--- config.mk ---
export PLATFORM = sky130hd
export DESIGN_NAME = mem_port_arbiter
export DESIGN_NICKNAME = d
export VERILOG_FILES = /design/src/rtl/mem_port_arbiter.sv
export SDC_FILE = /design/constraint.sdc
export NUM_CORES = 1
export LEC_CHECK = 0
export CORE_AREA = 4 4 210 212
export DETAILED_ROUTE_END_ITERATION = 12
export DIE_AREA = 0 0 214 216
export PLACE_DENSITY_LB_ADDON = 0.12
export SYNTH_ARGS = -nofsm -noshare
export SYNTH_HDL_FRONTEND = slang
export SYNTH_SLANG_ARGS = --single-unit
--- constraint.sdc ---
create_clock -name clk -period 4.95 [get_ports clk]
set_input_delay 0.99 -clock clk [delete_from_list [all_inputs] [get_ports clk]]
set_output_delay 0.99 -clock clk [all_outputs]
set_load 0.1 [all_outputs]
--- src/rtl/mem_port_arbiter.sv ---
// Shares one memory port between the instruction fetch unit (read-only) and
// the load/store unit (read/write). At most one transaction is in flight; it
// is arbitrated in IDLE, presented to memory in REQ, and awaits the memory
// response in RESP. A transaction that outlives its cycle budget completes
// with an error response.
//
// Ports:
//   clk, rst                    clock; asynchronous active-low reset
//   ifu_req_* / ifu_addr        IFU read request (ready is combinational, IDLE only)
//   ifu_rsp_valid/err/rdata     IFU one-cycle response pulse, err and data held
//   lsu_req_* / lsu_addr/wen/wdata/wmask   LSU request (ready combinational, IDLE only)
//   lsu_rsp_valid/err/rdata     LSU one-cycle response pulse, err and data held
//   mem_req_* / mem_addr/wen/wdata/wmask   request to memory, held stable in REQ
//   mem_rsp_valid / mem_rdata   memory response (read data or write ack)
//   busy                        transaction in REQ or RESP
//   grant_lsu                   owner of the current or last grant (1 = LSU)
module mem_port_arbiter #(
    parameter int unsigned AW      = 64,
    parameter int unsigned DW      = 64,
    parameter int unsigned TIMEOUT = 255
) (
    input  logic            clk,
    input  logic            rst,
    input  logic            ifu_req_valid,
    output logic            ifu_req_ready,
    input  logic [AW-1:0]   ifu_addr,
    output logic            ifu_rsp_valid,
    output logic            ifu_rsp_err,
    output logic [DW-1:0]   ifu_rdata,
    input  logic            lsu_req_valid,
    output logic            lsu_req_ready,
    input  logic [AW-1:0]   lsu_addr,
    input  logic            lsu_wen,
    input  logic [DW-1:0]   lsu_wdata,
    input  logic [DW/8-1:0] lsu_wmask,
    output logic            lsu_rsp_valid,
    output logic            lsu_rsp_err,
    output logic [DW-1:0]   lsu_rdata,
    output logic            mem_req_valid,
    input  logic            mem_req_ready,
    output logic [AW-1:0]   mem_addr,
    output logic            mem_wen,
    output logic [DW-1:0]   mem_wdata,
    output logic [DW/8-1:0] mem_wmask,
    input  logic            mem_rsp_valid,
    input  logic [DW-1:0]   mem_rdata,
    output logic            busy,
    output logic            grant_lsu
);

    localparam int unsigned MW = DW / 8;
    localparam int unsigned CW = (TIMEOUT < 2) ? 1 : $clog2(TIMEOUT + 1);
    // cnt holds (cycles spent in REQ/RESP) - 1; tripping at TIMEOUT-2 puts
    // the error pulse TIMEOUT cycles after acceptance.
    localparam logic [CW-1:0] CNT_TRIP = CW'(TIMEOUT - 2);

    typedef enum logic [1:0] {
        S_IDLE,
        S_REQ,
        S_RESP
    } state_t;

    state_t          state;
    state_t          state_next;
    logic [CW-1:0]   cnt;
    logic            tmo_c;
    logic            accept_c;
    logic            lsu_win_c;
    logic            done_ok_c;
    logic            done_err_c;

    assign tmo_c         = (cnt == CNT_TRIP);
    assign mem_req_valid = (state == S_REQ);
    assign busy          = (state != S_IDLE);

    // State register
    always_ff @(posedge clk or negedge rst) begin
        if (!rst) begin
            state <= S_IDLE;
        end else begin
            state <= state_next;
        end
    end

    // Next state, round-robin arbitration, handshakes and completion events
    always_comb begin
        state_next    = state;
        ifu_req_ready = 1'b0;
        lsu_req_ready = 1'b0;
        accept_c      = 1'b0;
        lsu_win_c     = 1'b0;
        done_ok_c     = 1'b0;
        done_err_c    = 1'b0;
        case (state)
            S_IDLE: begin
                // ready is gated by rst so every output reads 0 while in reset
                if (rst) begin
                    lsu_win_c     = lsu_req_valid & (~ifu_req_valid | ~grant_lsu);
                    lsu_req_ready = lsu_win_c;
                    ifu_req_ready = ifu_req_valid & ~lsu_win_c;
                    accept_c      = ifu_req_valid | lsu_req_valid;
                end
                if (accept_c) begin
                    state_next = S_REQ;
                end
            end
            S_REQ: begin
                if (tmo_c) begin
                    done_err_c = 1'b1;
                    state_next = S_IDLE;
                end else if (mem_req_ready) begin
                    state_next = S_RESP;
                end
            end
            S_RESP: begin
                // a real response beats a simultaneous timeout
                if (mem_rsp_valid) begin
                    done_ok_c  = 1'b1;
                    state_next = S_IDLE;
                end else if (tmo_c) begin
                    done_err_c = 1'b1;
                    state_next = S_IDLE;
                end
            end
            default: begin
                state_next = S_IDLE;
            end
        endcase
    end

    // Request capture, grant history and timeout counter
    always_ff @(posedge clk or negedge rst) begin
        if (!rst) begin
            mem_addr  <= '0;
            mem_wen   <= 1'b0;
            mem_wdata <= '0;
            mem_wmask <= '0;
            grant_lsu <= 1'b0;
            cnt       <= '0;
        end else begin
            if (accept_c) begin
                grant_lsu <= lsu_win_c;
                cnt       <= '0;
                if (lsu_win_c) begin
                    mem_addr  <= lsu_addr;
                    mem_wen   <= lsu_wen;
                    mem_wdata <= lsu_wdata;
                    mem_wmask <= lsu_wmask;
                end else begin
                    mem_addr  <= ifu_addr;
                    mem_wen   <= 1'b0;
                    mem_wdata <= ifu_wdata_zero();
                    mem_wmask <= MW'(0);
                end
            end else if (state != S_IDLE) begin
                cnt <= cnt + CW'(1);
            end
        end
    end

    function automatic logic [DW-1:0] ifu_wdata_zero();
        return '0;
    endfunction

    // Response registers: one-cycle valid pulse, err/data held until next
    always_ff @(posedge clk or negedge rst) begin
        if (!rst) begin
            ifu_rsp_valid <= 1'b0;
            ifu_rsp_err   <= 1'b0;
            ifu_rdata     <= '0;
            lsu_rsp_valid <= 1'b0;
            lsu_rsp_err   <= 1'b0;
            lsu_rdata     <= '0;
        end else begin
            ifu_rsp_valid <= 1'b0;
            lsu_rsp_valid <= 1'b0;
            if (done_ok_c || done_err_c) begin
                if (grant_lsu) begin
                    lsu_rsp_valid <= 1'b1;
                    lsu_rsp_err   <= done_err_c;
                    lsu_rdata     <= (done_ok_c && !mem_wen) ? mem_rdata : '0;
                end else begin
                    ifu_rsp_valid <= 1'b1;
                    ifu_rsp_err   <= done_err_c;
                    ifu_rdata     <= done_ok_c ? mem_rdata : '0;
                end
            end
        end
    end

endmodule

==> results.md <==
- Yosys top cell by area: dfrtp_1
- Share of cells above drive strength 1: 0.0518
- Starting density of the core: 0.281
- Setup CP Type: reg2out
- Most used cell, CP: inv_1
- Synth Flop Type: dfrtp_1
- Commonest non-fill, non-tap cell in the layout: clkdlybuf4s50_1
- Startpoint types: register
- CTS clk-pin slew, worst paths: 0.06 ns
- Hold_buf cts: 0
- Initial antenna violation count: 8
- Post-synth EDFFs: 0
- Die X: roughly 210 um
- IO Pins: approximately 550
- Sequential area share after synthesis: 0.595
- Slowest cell delay on critical path: between 1 and 1.5 ns
- Worst Reg-to-Reg Cells: 6
- Status: completed
- Cell family with most CP delay: buffers and inverters
- Final TNS setup: 0 ns
- Slew Viols, Final: 0
- Ys async rst share: 1.00
- YS warnings: 0
- Final Hold Fails: 0
- Crit Path Max Fanout: 14
- Post-route ant nets: 0
- Clock Sink Count: between 200 and 300
- Worst path cell trace: inv_1, ha_1, inv_1, clkdlybuf4s50_1
- Port bufs: 544
- CP Capture Type: primary output
- Core area: ~42000 sq um
- Post-CTS resize count: 0
- Total congestion overflow: 0
- Final Cycle Share: 0.754
- Synthesis-stage register bit count: 280
- Unrepaired setup endpoints after global routing: no
- CTS tree: done
- Synth top area cells: dfrtp_1 59%, nand2_1 8.4%, a22o_1 5.5%
- Synthesized area: ~12000 sq um
- Mapped Cells: 1102
- Full die area: ~46000 sq um
- Critical Path AT: about 2.7 ns
- CP bufs+invs: 3
- Syn_nets: roughly 1400
- Routability cong.: ~0.8
- Post-CTS setup buffers: 0
- Total number of vias: 10700
- FF-to-FF setup slack: 2.12 ns
- Distinct cells, synth: between 40 and 50
- WP data required: 3.96 ns
- Area growth syn-to-layout: 58.4%
- Worst r2r src: state[0]$_DFFE_PN0P_
- CTS Buffer Depth: 3
- Vias in the first global route: ~11000
- H-tree Lvls: 2
- First-pass GRT wire length: approximately 72 mm
- Mapped Avg Cell Area: about 11 sq um
- CTS root buf: clkbuf_16
- Slowest stage cell, crit path: clkdlybuf4s50_1
- Worst-skew pair later-pin latency: ~0.53 ns
- Max_slew headroom: 0.179
- Detailed-route wire length per cell: 22.3 um
- Least-Margin Pin Slew: about 1.2 ns
- Post-DP HPWL: 33.5 mm
- FF-to-FF End: mem_addr[56]$_DFFE_PN0P_
- Vias/cell: 4.95
- Endpoints failing setup: 0
- Die Y: between 200 and 250 um
- Most frequent cells in the layout: 541 x clkdlybuf4s50_1, 280 x dfrtp_1, 261 x nand2_1
- GRT Total Usage: 0.199
- Cell row count: 75
- Total clock buffers created by CTS: 34
- Hold WC Path Type: in2async
- Detailed Route Iter0 Violations: approximately 740
- Drt first pass iters: 5
- Largest net degree at the start of global routing: between 100 and 150
- Nets@finish: between 1500 and 2000
- Clk_skew: roughly 0.013 ns
- DRC errors left: 0
- Period minus WS final: 3.73 ns
- Yosys top cell area share: 0.595
- Max Fclk: around 270 MHz
- Max-cap check violation count: 0
- Final wirelength: around 48 mm
[cell usage after synthesis (all sizes together), types with 2 or more instances]
master / number
inv: 5
nor2: 2
a22o: 74
ha: 5
o211ai: 67
a21oi: 2
a22oi: 64
and3: 2
nand3: 72
o2111a: 2
nand2: 263
o21ai: 73
dfrtp: 280
nand4b: 2
nor2b: 4
o2bb2ai: 64
clkbuf: 57
buf: 45
and2: 2
[logic make-up after synthesis]
group | after synthesis | share of synthesized area
multiplexers | 1 | 0.000850
buffers and inverters | 107 | 0.0467
AO/OA/AOI/OAI | 356 | 0.227
flip-flops | 280 | 0.595
XOR/XNOR | 1 | 0.000743
AND/OR/NAND/NOR | 352 | 0.124
adder cells (fa/ha/maj) | 5 | 0.00531
[routing by layer]
layer,up-vias,GRT usage,wire [um]
li1,4990,-,-
met1,5236,0.238,19200
met2,396,0.331,23200
met3,75,0.0851,4430
met4,12,0.0547,1260
met5,-,0,102
[worst max-delay path by stage]
stage	start	endpoint	slack, ns	cells past startpoint
6_report	state[1]$_DFFE_PN0P_	busy	1.22	4
5_1_grt	state[0]$_DFFE_PN0P_	busy	1.05	4
4_1_cts	state[1]$_DFFE_PN0P_	busy	1.16	4
3_5_place_dp	lsu_req_valid	lsu_req_ready	1.21	4
3_3_place_gp	lsu_req_valid	lsu_req_ready	1.24	4
2_1_floorplan	grant_lsu$_DFFE_PN0P_	ifu_req_ready	0.90	5
[registers in the layout, indices dropped and copies added, names as in the netlist]
signal / count
grant_lsu: 1
lsu_rdata: 64
mem_wdata: 64
lsu_rsp_valid: 1
ifu_rsp_valid: 1
ifu_rsp_err: 1
lsu_rsp_err: 1
mem_wmask: 8
ifu_rdata: 64
state: 2
cnt: 8
mem_wen: 1
mem_addr: 64
[metrics by stage]
step	area (sq um)	instances	hold WS [ns]	utilization	setup slack [ns]
3_3_place_gp	17600	2103	0.477	0.419	1.24
3_5_place_dp	17600	2103	0.480	0.419	1.21
2_1_floorplan	11800	1102	0.461	-	0.904
6_report	18700	2163	0.324	0.445	1.22
5_1_grt	18700	2163	0.315	0.445	1.05
4_1_cts	18700	2162	0.308	0.445	1.16
[cell type report]
class,count,area [sq um]
Clock buffer,50,982
Fill cell,4019,23300
Sequential cell,280,7010
Timing Repair Buffer,564,5620
Multi-Input combinational cell,715,4250
Tap cell,539,674
Antenna cell,1,2.50
Inverter,5,18.8
Clock inverter,9,106
Power is left out: the tool's default activity adds up to more than one toggle a clock period on the data nets, which glitch-free logic cannot reach.
